[src/rtl/mux_scan_pkg.sv]
// Shared constants and state type for the mux scan controller.
package mux_scan_pkg;

  localparam int unsigned NUM_CH    = 6;
  localparam int unsigned SEL_W     = 3;
  localparam int unsigned DWELL_MAX = 15;
  localparam int unsigned CNT_W     = 4;

  typedef enum logic [1:0] {
    IDLE = 2'd0,
    SCAN = 2'd1,
    HOLD = 2'd2
  } state_t;

endpackage

[src/rtl/mux_scan_ctrl_if.sv]
// Scan request, mux select/return path and result handshake bundle.
// The master side is the scan controller; the slave side is its parent
// (start/data_ready source and the 6:1 mux feeding mux_in).
interface mux_scan_ctrl_if;
  import mux_scan_pkg::*;

  logic              start;
  logic              mux_in;
  logic [SEL_W-1:0]  sel;
  logic              busy;
  logic [NUM_CH-1:0] data;
  logic              data_valid;
  logic              data_ready;

  modport master (
    input  start, mux_in, data_ready,
    output sel, busy, data, data_valid
  );

  modport slave (
    output start, mux_in, data_ready,
    input  sel, busy, data, data_valid
  );

endinterface

[src/rtl/mux_scan_ctrl.sv]
// Mux scan controller: steps an external 6:1 mux through channels 0..5,
// holding each select for DWELL cycles and sampling mux_in on the last
// dwell cycle, then presents the assembled word with a valid/ready handshake.
// Optional macro MUX_SCAN_CONT_EN: a completed handshake restarts the scan
// immediately instead of returning to IDLE.
module mux_scan_ctrl
  import mux_scan_pkg::*;
#(
  parameter int unsigned DWELL = 1
) (
  input  logic            clk,
  input  logic            rst,
  mux_scan_ctrl_if.master bus
);

  localparam logic [CNT_W-1:0] DWELL_LAST = CNT_W'(DWELL - 1);
  localparam logic [SEL_W-1:0] SEL_LAST   = SEL_W'(NUM_CH - 1);

  state_t            state, state_nxt;
  logic [SEL_W-1:0]  sel_q, sel_nxt;
  logic [CNT_W-1:0]  cnt_q, cnt_nxt;
  logic [NUM_CH-1:0] data_q, data_nxt;

  // State register.
  always_ff @(posedge clk) begin
    if (rst) state <= IDLE;
    else     state <= state_nxt;
  end

  // Select, dwell counter and result word registers.
  always_ff @(posedge clk) begin
    if (rst) begin
      sel_q  <= '0;
      cnt_q  <= '0;
      data_q <= '0;
    end else begin
      sel_q  <= sel_nxt;
      cnt_q  <= cnt_nxt;
      data_q <= data_nxt;
    end
  end

  // Next-state, select stepping and per-channel sampling.
  always_comb begin
    state_nxt = state;
    sel_nxt   = sel_q;
    cnt_nxt   = cnt_q;
    data_nxt  = data_q;
    unique case (state)
      IDLE: begin
        if (bus.start) begin
          state_nxt = SCAN;
          sel_nxt   = '0;
          cnt_nxt   = '0;
        end
      end
      SCAN: begin
        if (cnt_q == DWELL_LAST) begin
          cnt_nxt = '0;
          for (int unsigned k = 0; k < NUM_CH; k++) begin
            if (sel_q == SEL_W'(k)) data_nxt[k] = bus.mux_in;
          end
          if (sel_q == SEL_LAST) begin
            state_nxt = HOLD;
            sel_nxt   = '0;
          end else begin
            sel_nxt = sel_q + 1'b1;
          end
        end else begin
          cnt_nxt = cnt_q + 1'b1;
        end
      end
      HOLD: begin
        if (bus.data_ready) begin
`ifdef MUX_SCAN_CONT_EN
          state_nxt = SCAN;
`else
          state_nxt = IDLE;
`endif
          sel_nxt = '0;
          cnt_nxt = '0;
        end
      end
      default: state_nxt = IDLE;
    endcase
  end

  assign bus.sel        = sel_q;
  assign bus.data       = data_q;
  assign bus.busy       = (state != IDLE);
  assign bus.data_valid = (state == HOLD);

endmodule

[src/flat_wrapper.sv]
// flat-port wrapper written by rule: the top's interface ports become plain ports
module mux_scan_ctrl_flat import mux_scan_pkg::*;
#(
  parameter int unsigned DWELL = 1
)
  (clk, rst, bus_start, bus_mux_in, bus_data_ready, bus_sel, bus_busy, bus_data, bus_data_valid);
  mux_scan_ctrl_if bus_i ();
  input  logic clk;
  input  logic rst;
  input wire logic [$bits(bus_i.start)-1:0] bus_start;
  input wire logic [$bits(bus_i.mux_in)-1:0] bus_mux_in;
  input wire logic [$bits(bus_i.data_ready)-1:0] bus_data_ready;
  output wire logic [$bits(bus_i.sel)-1:0] bus_sel;
  output wire logic [$bits(bus_i.busy)-1:0] bus_busy;
  output wire logic [$bits(bus_i.data)-1:0] bus_data;
  output wire logic [$bits(bus_i.data_valid)-1:0] bus_data_valid;
  assign bus_i.start = bus_start;
  assign bus_i.mux_in = bus_mux_in;
  assign bus_i.data_ready = bus_data_ready;
  assign bus_sel = bus_i.sel;
  assign bus_busy = bus_i.busy;
  assign bus_data = bus_i.data;
  assign bus_data_valid = bus_i.data_valid;
  mux_scan_ctrl #(.DWELL(DWELL)) u_core (.clk(clk), .rst(rst), .bus(bus_i));
endmodule
[config.mk]
export PLATFORM = sky130hd
export DESIGN_NAME = mux_scan_ctrl_flat
export DESIGN_NICKNAME = d
export VERILOG_FILES = /design/src/rtl/mux_scan_pkg.sv /design/src/rtl/mux_scan_ctrl_if.sv /design/src/rtl/mux_scan_ctrl.sv /design/src/flat_wrapper.sv
export SDC_FILE = /design/constraint.sdc
export NUM_CORES = 1
export LEC_CHECK = 0
export ABC_AREA = 1
export BUFFER_PORTS_ARGS = -buffer_cell sky130_fd_sc_hd__buf_2
export CAP_MARGIN = 10
export CORE_UTILIZATION = 30
export CTS_CLUSTER_DIAMETER = 60
export DETAILED_ROUTE_END_ITERATION = 8
export GPL_TIMING_DRIVEN = 1
export PLACE_DENSITY = 0.54
export SYNTH_ARGS = -nofsm -noshare
export SYNTH_HDL_FRONTEND = slang
export SYNTH_SLANG_ARGS = --single-unit
export TNS_END_PERCENT = 10
[constraint.sdc]
create_clock -name clk -period 1.58 [get_ports clk]
set_clock_uncertainty 0.15 [all_clocks]
set_input_delay 0.079 -clock clk [delete_from_list [all_inputs] [get_ports clk]]
set_output_delay 0.079 -clock clk [all_outputs]
set_load 0.02 [all_outputs]
======== Word level (Yosys, flattened, before mapping) ========
Cells that the tools add are included.
word-level totals
  bits in registers ....................... 15
  bits of input ports ..................... 5
  word-level logic and storage cells ...... 50
cells by class
  $add $sub $neg .......................... 2
  equality and inequality tests ........... 11
  multiplexer cells ....................... 14
  reduce and logical (&&, ||, !) cells .... 14
operator list
  kind                                                 number
  AND reduction 3 bit                                  7
  two-way mux 3 bit                                    4
  two-way mux 4 bit                                    3
  case mux 4 bit (3 select lines)                      1
  case mux 3 bit (3 select lines)                      1
  two-way mux 2 bit                                    4
  AND reduction 4 bit                                  2
  equality test 3 x 2 -> 1 bit, second input constant  2
  equality test 3 bit, second input constant           2
  case mux 2 bit (3 select lines)                      1
  adder 4 x 1 -> 4 bit, second input constant          1
  logical NOT 4 bit                                    1
  != test 2 x 1 -> 1 bit, second input constant        2
  != test 2 bit, second input constant                 2
  adder 3 x 1 -> 3 bit, second input constant          1
  equality test 3 x 1 -> 1 bit, second input constant  1
  logical NOT 3 bit                                    1
  nonzero test 3 bit                                   1
  equality test 2 x 1 -> 1 bit, second input constant  1
  equality test 2 bit, second input constant           1
  logical NOT 2 bit                                    1
  nonzero test 2 bit                                   1

======== Depth between registers and ports, before layout ========
Gate-level depths: netlist of run 1.
  depth after elaboration ................. 4
  depth in mapped cells ................... 9

======== Least setup slack after synthesis of run 1 ========
Ideal clock, no wire load.
  kind .................................... register to register
  from .................................... reg u_core.sel_q[2] (netlist: u_core.bus.sel[2])
  to ...................................... reg u_core.sel_q[2] (netlist: u_core.bus.sel[2])
  library setup time ...................... 64 ps
  data arrival time ....................... 1,229 ps
  required time ........................... 1,366 ps
  path slack .............................. 137 ps
  cell stages (with the launch flop) ...... 7
  period minus slack after synthesis ...... 1,443 ps
  path through ............................ dfxtp_1 -> inv_1 -> ha_1 -> nand3b_1 -> nand3_1 -> nand2_1 -> nor2_1
on the way
  longest elaborated chain between the ends .. 4
  elaborated cells between the ends (all ways) .. 5
  those cells by class .................... 1 x add/sub; 1 x eq/ne; 3 x mux
ends and longest elaborated chain
  element                                                             RTL line                                  RTL
  from (decl)                                                         mux_scan_ctrl.sv:20                       logic [SEL_W-1:0] sel_q, sel_nxt;
  from (signal assigned)                                              mux_scan_ctrl.sv:37                       sel_q <= sel_nxt;
  adder 3 x 1 -> 3 bit / equality test 3 bit (equally long branches)  mux_scan_ctrl.sv:67, mux_scan_ctrl.sv:63
  two-way mux 3 bit *                                                 mux_scan_ctrl.sv:63                       if (sel_q == SEL_LAST) begin
  two-way mux 3 bit *                                                 mux_scan_ctrl.sv:58                       if (cnt_q == DWELL_LAST) begin
  case mux 3 bit (3 select lines) *                                   mux_scan_ctrl.sv:49                       unique case (state)
Every way passes the cells marked *; elsewhere a longest branch is shown, timed or not. The select of a mux whose other input is x is not followed.
A chain may end at the register's enable or synchronous reset.

======== Final worst setup path of run 1 ========
  from .................................... reg u_core.cnt_q[0]
  to ...................................... reg u_core.data_q[3] (netlist: u_core.bus.data[3])
on the way
  longest elaborated chain between the ends .. 2
ends and longest elaborated chain
  element                        RTL line             RTL
  from (decl)                    mux_scan_ctrl.sv:21  logic [CNT_W-1:0] cnt_q, cnt_nxt;
  from (signal assigned)         mux_scan_ctrl.sv:38  cnt_q <= cnt_nxt;
  logical NOT 4 bit              mux_scan_ctrl.sv:58
  AND reduction 3 bit (no line)  -
  to (signal assigned)           mux_scan_ctrl.sv:39  data_q <= data_nxt;
  to (decl)                      mux_scan_ctrl.sv:22  logic [NUM_CH-1:0] data_q, data_nxt;
Every way passes these cells.

==> results of run 1 <==
[logic make-up (layout without fill, tap and decap cells)]
family                   count (synthesis)  after routing  synth area share
AND/OR/NAND/NOR                         70             70            0.3944
buffers and inverters                   22             44            0.1063
flip-flops                              15             15            0.3545
AO/OA/AOI/OAI                           14             14           0.09010
adder cells (fa/ha/maj)                  3              3           0.04432
XOR/XNOR                                 1              1           0.01034
[final timing paths]
check | startpoint | end | slack [ns]
worst max register to register | u_core.cnt_q[0] | u_core.bus.data[3] | 0.13
worst min register to register | u_core.bus.data[3] | u_core.bus.data[3] | 0.32
worst min-delay path | bus_start | u_core.state[0] | 0.04
worst max-delay path | u_core.cnt_q[0] | u_core.bus.data[3] | 0.13
[metal layers]
layer  track usage  share of wire
met1        0.1964           0.54
met3       0.03279          0.028
met2        0.1988           0.41
met4       0.07500          0.019
met5             0              0
[area by class of cell]
class,count,area share
well taps,30,0.03695
flip-flops and latches,15,0.2956
multi-input cells,88,0.4495
inverters,20,0.07389
clock buffers,4,0.02586
repair buffers,20,0.1182
[power by group]
| group | internal (mW) | leakage (nW) | switching [mW] |
|---|---|---|---|
| Clock | 0.0979 | 0.0150 | 0.126 |
| Combinational | 0.0581 | 0.379 | 0.0993 |
| Sequential | 0.393 | 0.122 | 0.0160 |
[layout by cell type (no fill, tap or decap)]
master,Yosys,routed
nand2_1,32,32
inv_1,19,19
nor2_1,16,16
buf_2,0,15
dfxtp_1,15,15
nand3_1,10,10
a21oi_1,9,9
nor2_2,3,3
o21ai_0,3,3
ha_1,3,3
clkbuf_4,0,3
dlygate4sd3_1,0,3
nand2_4,2,2
nand3b_1,2,2
buf_4,0,2
inv_2,1,1
nor3_1,1,1
o21bai_1,1,1
or2_2,1,1
nand4_1,1,1
nor2_8,1,1
nand3_2,1,1
a21oi_2,1,1
xnor2_1,1,1
clkbuf_1,0,1
[registers in the layout, summed over array words and instances, names as in the netlist]
name / flops
u_core.state: 2
u_core.cnt_q: 4
u_core.bus.sel: 3
u_core.bus.data: 6
[worst min-delay path, delay by kind of cell]
| family | cells | cell delay (ns) |
|---|---|---|
| buf+inv | 3 | 0.16 |
| compound gates | 2 | 0.21 |
[repair_timing]
action | in CTS | in global routing
hold buffers | 3 | 0
endpoints found under the setup margin | 0 | 0
hold endpoints to repair | 9 | 0
==> PnR_summary.wiki, run 1 <==
{| class="wikitable"
! Metric !! Value
|-
| Layout cell share with drive strength beyond 1 || 0.2041
|-
| # fillers || 286
|-
| TritonCTS clock tree || done
|-
| Total wire length after detailed routing || 1.798 mm
|-
| Vert. Die Dim || 55.14 um
|-
| Maximum number of pins on one net before global-route repair || 11
|-
| Critical-path cell list || inv_1, ha_1, nand2_4, nor2_1, nand3_1, a21oi_1
|-
| Power density over the cells || 777.7 mW/mm^2
|-
| Final global-route overflow total || 0
|-
| Chip width || 55.14 um
|-
| Delay-heaviest family, CP || simple AND/OR/NAND/NOR gates
|-
| CTS Buffer Depth || 2
|-
| Routed len/inst || 10.16 um
|-
| Post-route cell area || 0.001016 mm^2
|-
| Initial antenna violation count || 0
|-
| Cell Area, Synth || 847.1 um^2
|-
| Post-synth ARST share || 0
|-
| DPL Wire Length || 1.380 mm
|-
| Worst Path Class, Setup || reg -> reg
|-
| Clk_lat worst skew || 0.28 ns
|-
| Outcome || complete, no violations
|-
| Average footprint of a synthesized cell || 6.776 um^2
|-
| Count of cell types in the netlist || 22
|-
| Leakage || 0.5157 nW
|-
| Buffers added on ports || 15
|-
| Worst Setup Slack, final || 0.1284 ns
|-
| Vias per inst || 4.480
|-
| Setup repair after global routing missed its margin || no
|-
| Placed cells || 170
|-
| Ranking of synthesized cells by area || dfxtp_1, nand2_1, inv_1
|-
| Area of the die || 0.003040 mm^2
|-
| Area Overhead vs Synth || 19.94%
|-
| Synth Register Bits || 15
|-
| Final weighted congestion of routability-driven global placement || 0.7753
|-
| Count of mapped cells out of synthesis || 125
|-
| Post-CTS setup-driven buffer insertion count || 0
|-
| Most common flop cell mapped by yosys || dfxtp_1
|-
| Number of clock sinks || 15
|-
| Stages on the worst setup path || 6
|-
| Part of the Yosys area used for sequential elements || 0.3545
|-
| Type of the tightest min-delay check || in -> reg
|-
| CP max stage cell || dfxtp_1
|-
| Top-count cell post-synth || nand2_1
|-
| MaxCap Viol Count || 0
|-
| Antenna fix cells || 0
|-
| Final standard cell count with taps included and fillers excluded || 177
|-
| Final hold violations || 0
|-
| Post-synthesis cell type with the largest combined area || dfxtp_1
|-
| CTS H-Tree Depth || 1
|-
| Ranking of synthesized cells by instance count || nand2_1, inv_1, nor2_1, dfxtp_1, nand3_1
|-
| R2R depth || 6
|-
| Area share of the leading cell type in the synthesized netlist || 0.3545
|-
| Footprint of the multi-input gates || 456.7 um^2
|-
| Peak clock frequency supported by timing || 688.9 MHz
|-
| Cell at the root of the clock tree || clkbuf_4
|-
| Layout Nets || 156
|-
| Maximum net fanout on the critical path || 9
|-
| Number of antenna-violating nets in the routed design || 0
|-
| Core Area || 0.002567 mm^2
|-
| Setup TNS || 0 ns
|-
| Power Total || 790.1 uW
|-
| Cell Area, Placed || 959.7 um^2
|-
| CP arrival || 1.52 ns
|-
| Worst-margin pin slew || 0.2482 ns
|-
| Top Ports || 16
|-
| Starting utilization of the core area || 0.3299
|-
| Final Max Slew Viols || 0
|-
| Slowest Stage Delay on Critical Path || 0.35 ns
|-
| Count of buffering cells on the critical path with inverters included || 1
|-
| Worst slew margin relative to its limit || 0.8339
|-
| Worst Setup Start Kind || flip-flop
|-
| Number of cells on the worst hold path || 5
|-
| Count of flip-flops with a built-in enable after synthesis || 0
|-
| DRC violation count after routing || 0
|-
| Placement Setup Slack || 0.1513 ns
|-
| Core occupancy in the finished layout || 0.3957
|-
| Min Hold Slack || 0.04175 ns
|-
| Count of routing violations after the opening detailed-route iteration || 14
|-
| Total iterations of the first detailed-routing run || 4
|-
| Required arrival time at the worst endpoint || 1.65 ns
|-
| # rows || 18
|-
| Time the worst path needs with I/O delays and setup || 1.452 ns
|-
| Period utilization || 0.9187
|-
| Overall track demand over capacity in global routing || 0.1412
|-
| Setup violations, final || 0
|-
| Quantity of gates resized following cts || 0
|-
| Syn nets || 133
|-
| Register Area || 300.3 um^2
|-
| Total clock buffers created by CTS || 3
|-
| Vias in the first global route || 640
|-
| CP endpoint kind || flip-flop
|-
| First-pass GRT wire length || 2.925 mm
|-
| IR drop worst, VDD || 509.7 uV
|-
| Routed via count || 793
|-
| Post-CTS clock slew at the launch and capture registers of the worst setup and hold paths || 0.09 ns
|-
| Count of warnings emitted by yosys || 0
|}
Power figures use the tool's default switching activity.
==> run 2: changes to the inputs <==
HOLD_SLACK_MARGIN = 0.06   (was default)
==> run 2 against run 1 <==
Against the previous run: combinational power barely moved; sequential share of layout area down 0.29 points; setup slack did not move; fmax unchanged; critical path type unchanged.
==> PnR_summary.wiki, run 2 (synthesis gave the netlist of run 1 again) <==
{| class="wikitable"
! Metric !! Value
|-
| Worst-margin pin slew || 0.2482 ns (unchanged)
|-
| Initial antenna violation count || 0 (unchanged)
|-
| Worst Setup Start Kind || flip-flop (unchanged)
|-
| Layout Nets || 157 (was 156)
|-
| Min Hold Slack || 0.3175 ns (was 0.04175 ns)
|-
| CTS Buffer Depth || 2 (unchanged)
|-
| Type of the tightest min-delay check || reg -> reg (was in -> reg)
|-
| Setup repair after global routing missed its margin || no (unchanged)
|-
| Buffers added on ports || 15 (unchanged)
|-
| Clk_lat worst skew || 0.28 ns (about the same)
|-
| Critical-path cell list || inv_1, ha_1, nand2_4, nor2_1, nand3_1, a21oi_1 (unchanged)
|-
| Sequential Power Share || 0.516 (was 0.517)
|-
| Area Overhead vs Synth || 21.12% (was 19.94%)
|-
| Core occupancy in the finished layout || 0.3996 (was 0.3957)
|-
| Commonest cells after routing, fill and taps aside || nand2_1, inv_1, nor2_1 (unchanged)
|-
| Setup TNS || 0 ns (unchanged)
|-
| Total iterations of the first detailed-routing run || 4 (unchanged)
|-
| Part of the total power dissipated in combinational logic || 0.201 (was 0.199)
|-
| Total wire length after detailed routing || 1.806 mm (was 1.798 mm)
|-
| Stages on the worst setup path || 6 (unchanged)
|-
| R2R depth || 6 (unchanged)
|-
| TritonCTS clock tree || done (unchanged)
|-
| Period utilization || 0.9187 (unchanged)
|-
| Layout cell share with drive strength beyond 1 || 0.2027 (was 0.2041)
|-
| Worst slew margin relative to its limit || 0.8339 (unchanged)
|-
| Routed via count || 797 (was 793)
|-
| Leakage || 0.5199 nW (was 0.5157 nW)
|-
| Post-CTS setup-driven buffer insertion count || 0 (unchanged)
|-
| Total clock buffers created by CTS || 3 (unchanged)
|-
| Quantity of gates resized following cts || 0 (unchanged)
|-
| Overall track demand over capacity in global routing || 0.1424 (was 0.1412)
|-
| Vias per inst || 4.478 (was 4.480)
|-
| Time the worst path needs with I/O delays and setup || 1.452 ns (unchanged)
|-
| Starting utilization of the core area || 0.3299 (unchanged)
|-
| Routed len/inst || 10.15 um (was 10.16 um)
|-
| Count of routing violations after the opening detailed-route iteration || 14 (unchanged)
|-
| Required arrival time at the worst endpoint || 1.65 ns (about the same)
|-
| Final hold violations || 0 (unchanged)
|-
| Count of buffering cells on the critical path with inverters included || 1 (unchanged)
|-
| Flip-flop count of the largest register, all copies and words added || 6 (unchanged)
|-
| Clock share of power || 0.283 (was 0.284)
|-
| Top Ports || 16 (unchanged)
|-
| DRC violation count after routing || 0 (unchanged)
|-
| MaxCap Viol Count || 0 (unchanged)
|-
| Number of cells on the worst hold path || 2 (was 5)
|-
| IR drop worst, VDD || 511.6 uV (was 509.7 uV)
|-
| Number of clock sinks || 15 (unchanged)
|-
| P_int || 550.1 uW (was 548.5 uW)
|-
| CP endpoint kind || flip-flop (unchanged)
|-
| Final global-route overflow total || 0 (unchanged)
|-
| Vias in the first global route || 652 (was 640)
|-
| Vert. Die Dim || 55.14 um (unchanged)
|-
| Post-CTS clock slew at the launch and capture registers of the worst setup and hold paths || 0.09 ns (about the same)
|-
| Worst Path Class, Setup || reg -> reg (unchanged)
|-
| Slowest Stage Delay on Critical Path || 0.35 ns (about the same)
|-
| CP arrival || 1.52 ns (about the same)
|-
| Commonest non-fill, non-tap cell in the layout || nand2_1 (unchanged)
|-
| Number of antenna-violating nets in the routed design || 0 (unchanged)
|-
| Antenna fix cells || 0 (unchanged)
|-
| Cell at the root of the clock tree || clkbuf_4 (unchanged)
|-
| Setup violations, final || 0 (unchanged)
|-
| Switching power summed over all nets || 241.8 uW (was 241.6 uW)
|-
| Switching power as a share of total power || 0.3053 (was 0.3057)
|-
| Outcome || complete, no violations (unchanged)
|-
| Core Area || 0.002567 mm^2 (unchanged)
|-
| CTS H-Tree Depth || 1 (unchanged)
|-
| # rows || 18 (unchanged)
|-
| Final weighted congestion of routability-driven global placement || 0.7753 (unchanged)
|-
| Chip width || 55.14 um (unchanged)
|-
| DPL Wire Length || 1.380 mm (unchanged)
|-
| Maximum net fanout on the critical path || 9 (unchanged)
|-
| # fillers || 285 (was 286)
|-
| Area of the die || 0.003040 mm^2 (unchanged)
|-
| Final Max Slew Viols || 0 (unchanged)
|-
| Peak clock frequency supported by timing || 688.9 MHz (unchanged)
|-
| Power density over the cells || 771.9 mW/mm^2 (was 777.7 mW/mm^2)
|-
| Delay-heaviest family, CP || simple AND/OR/NAND/NOR gates (unchanged)
|-
| Hold buffers post-CTS || 4 (was 3)
|-
| CP max stage cell || dfxtp_1 (unchanged)
|-
| Maximum number of pins on one net before global-route repair || 11 (unchanged)
|-
| First-pass GRT wire length || 2.953 mm (was 2.925 mm)
|}
-- run 2: changes by cell type in the layout (fill, tap and decap cells not counted), sizes merged --
cell,delta
dlygate4sd3,+1
-- run 2: cell type report --
cell class	instances	area [um^2]	area share
sequential	15	300.3	0.2927
clock buffer	4	26.28	0.02561
tap	30	37.54	0.03659
inverter	20	75.07	0.07317
multi-input combinational	88	456.7	0.4451
timing repair buffer	21	130.1	0.1268
-- run 2: power by group through the flow --
stage,Clock [mW],Sequential [mW],Combinational [mW]
finish,0.224,0.409,0.159
global route,0.250,0.412,0.179
CTS,0.232,0.409,0.161
detailed placement,0,0.418,0.153
global placement,0,0.417,0.151
floorplan,0,0.430,0.0966
-- run 2: worst paths after layout --
| path | from | endpoint | slack, ns |
|---|---|---|---|
| worst max-delay path | u_core.cnt_q[0] | u_core.bus.data[3] | 0.13 |
| worst min-delay path | u_core.bus.data[3] | u_core.bus.data[3] | 0.32 |
| worst max register to register | u_core.cnt_q[0] | u_core.bus.data[3] | 0.13 |
| worst min register to register | u_core.bus.data[3] | u_core.bus.data[3] | 0.32 |
-- run 2: worst reg2reg max path, delay by kind of cell, from the launching register on --
kind,cells,cell delay [ns]
AO/OA/AOI/OAI,1,0.15
adder cells (fa/ha/maj),1,0.19
buffers and inverters,1,0.08
flip-flops,1,0.35
AND/OR/NAND/NOR,3,0.46
-- run 2: through the flow --
stage          std cells  power [mW]  cell area [um^2]  worst slack [ns]
3_5_place_dp         170      0.5701             959.7            0.1513
6_report             178      0.7920              1026            0.1284
3_3_place_gp         170      0.5686             959.7            0.2002
5_1_grt              178      0.8423              1026           0.01548
2_1_floorplan        125      0.5263             847.1            0.1372
4_1_cts              178      0.8014              1026            0.1264
-- run 2: metal layers --
layer	wire length, um	global-route usage	vias up	share of wire
met5	0	0	-	0
li1	-	-	435	-
met3	52	0.03279	4	0.029
met4	34	0.07500	0	0.019
met2	740	0.2028	12	0.41
met1	978	0.1964	346	0.54
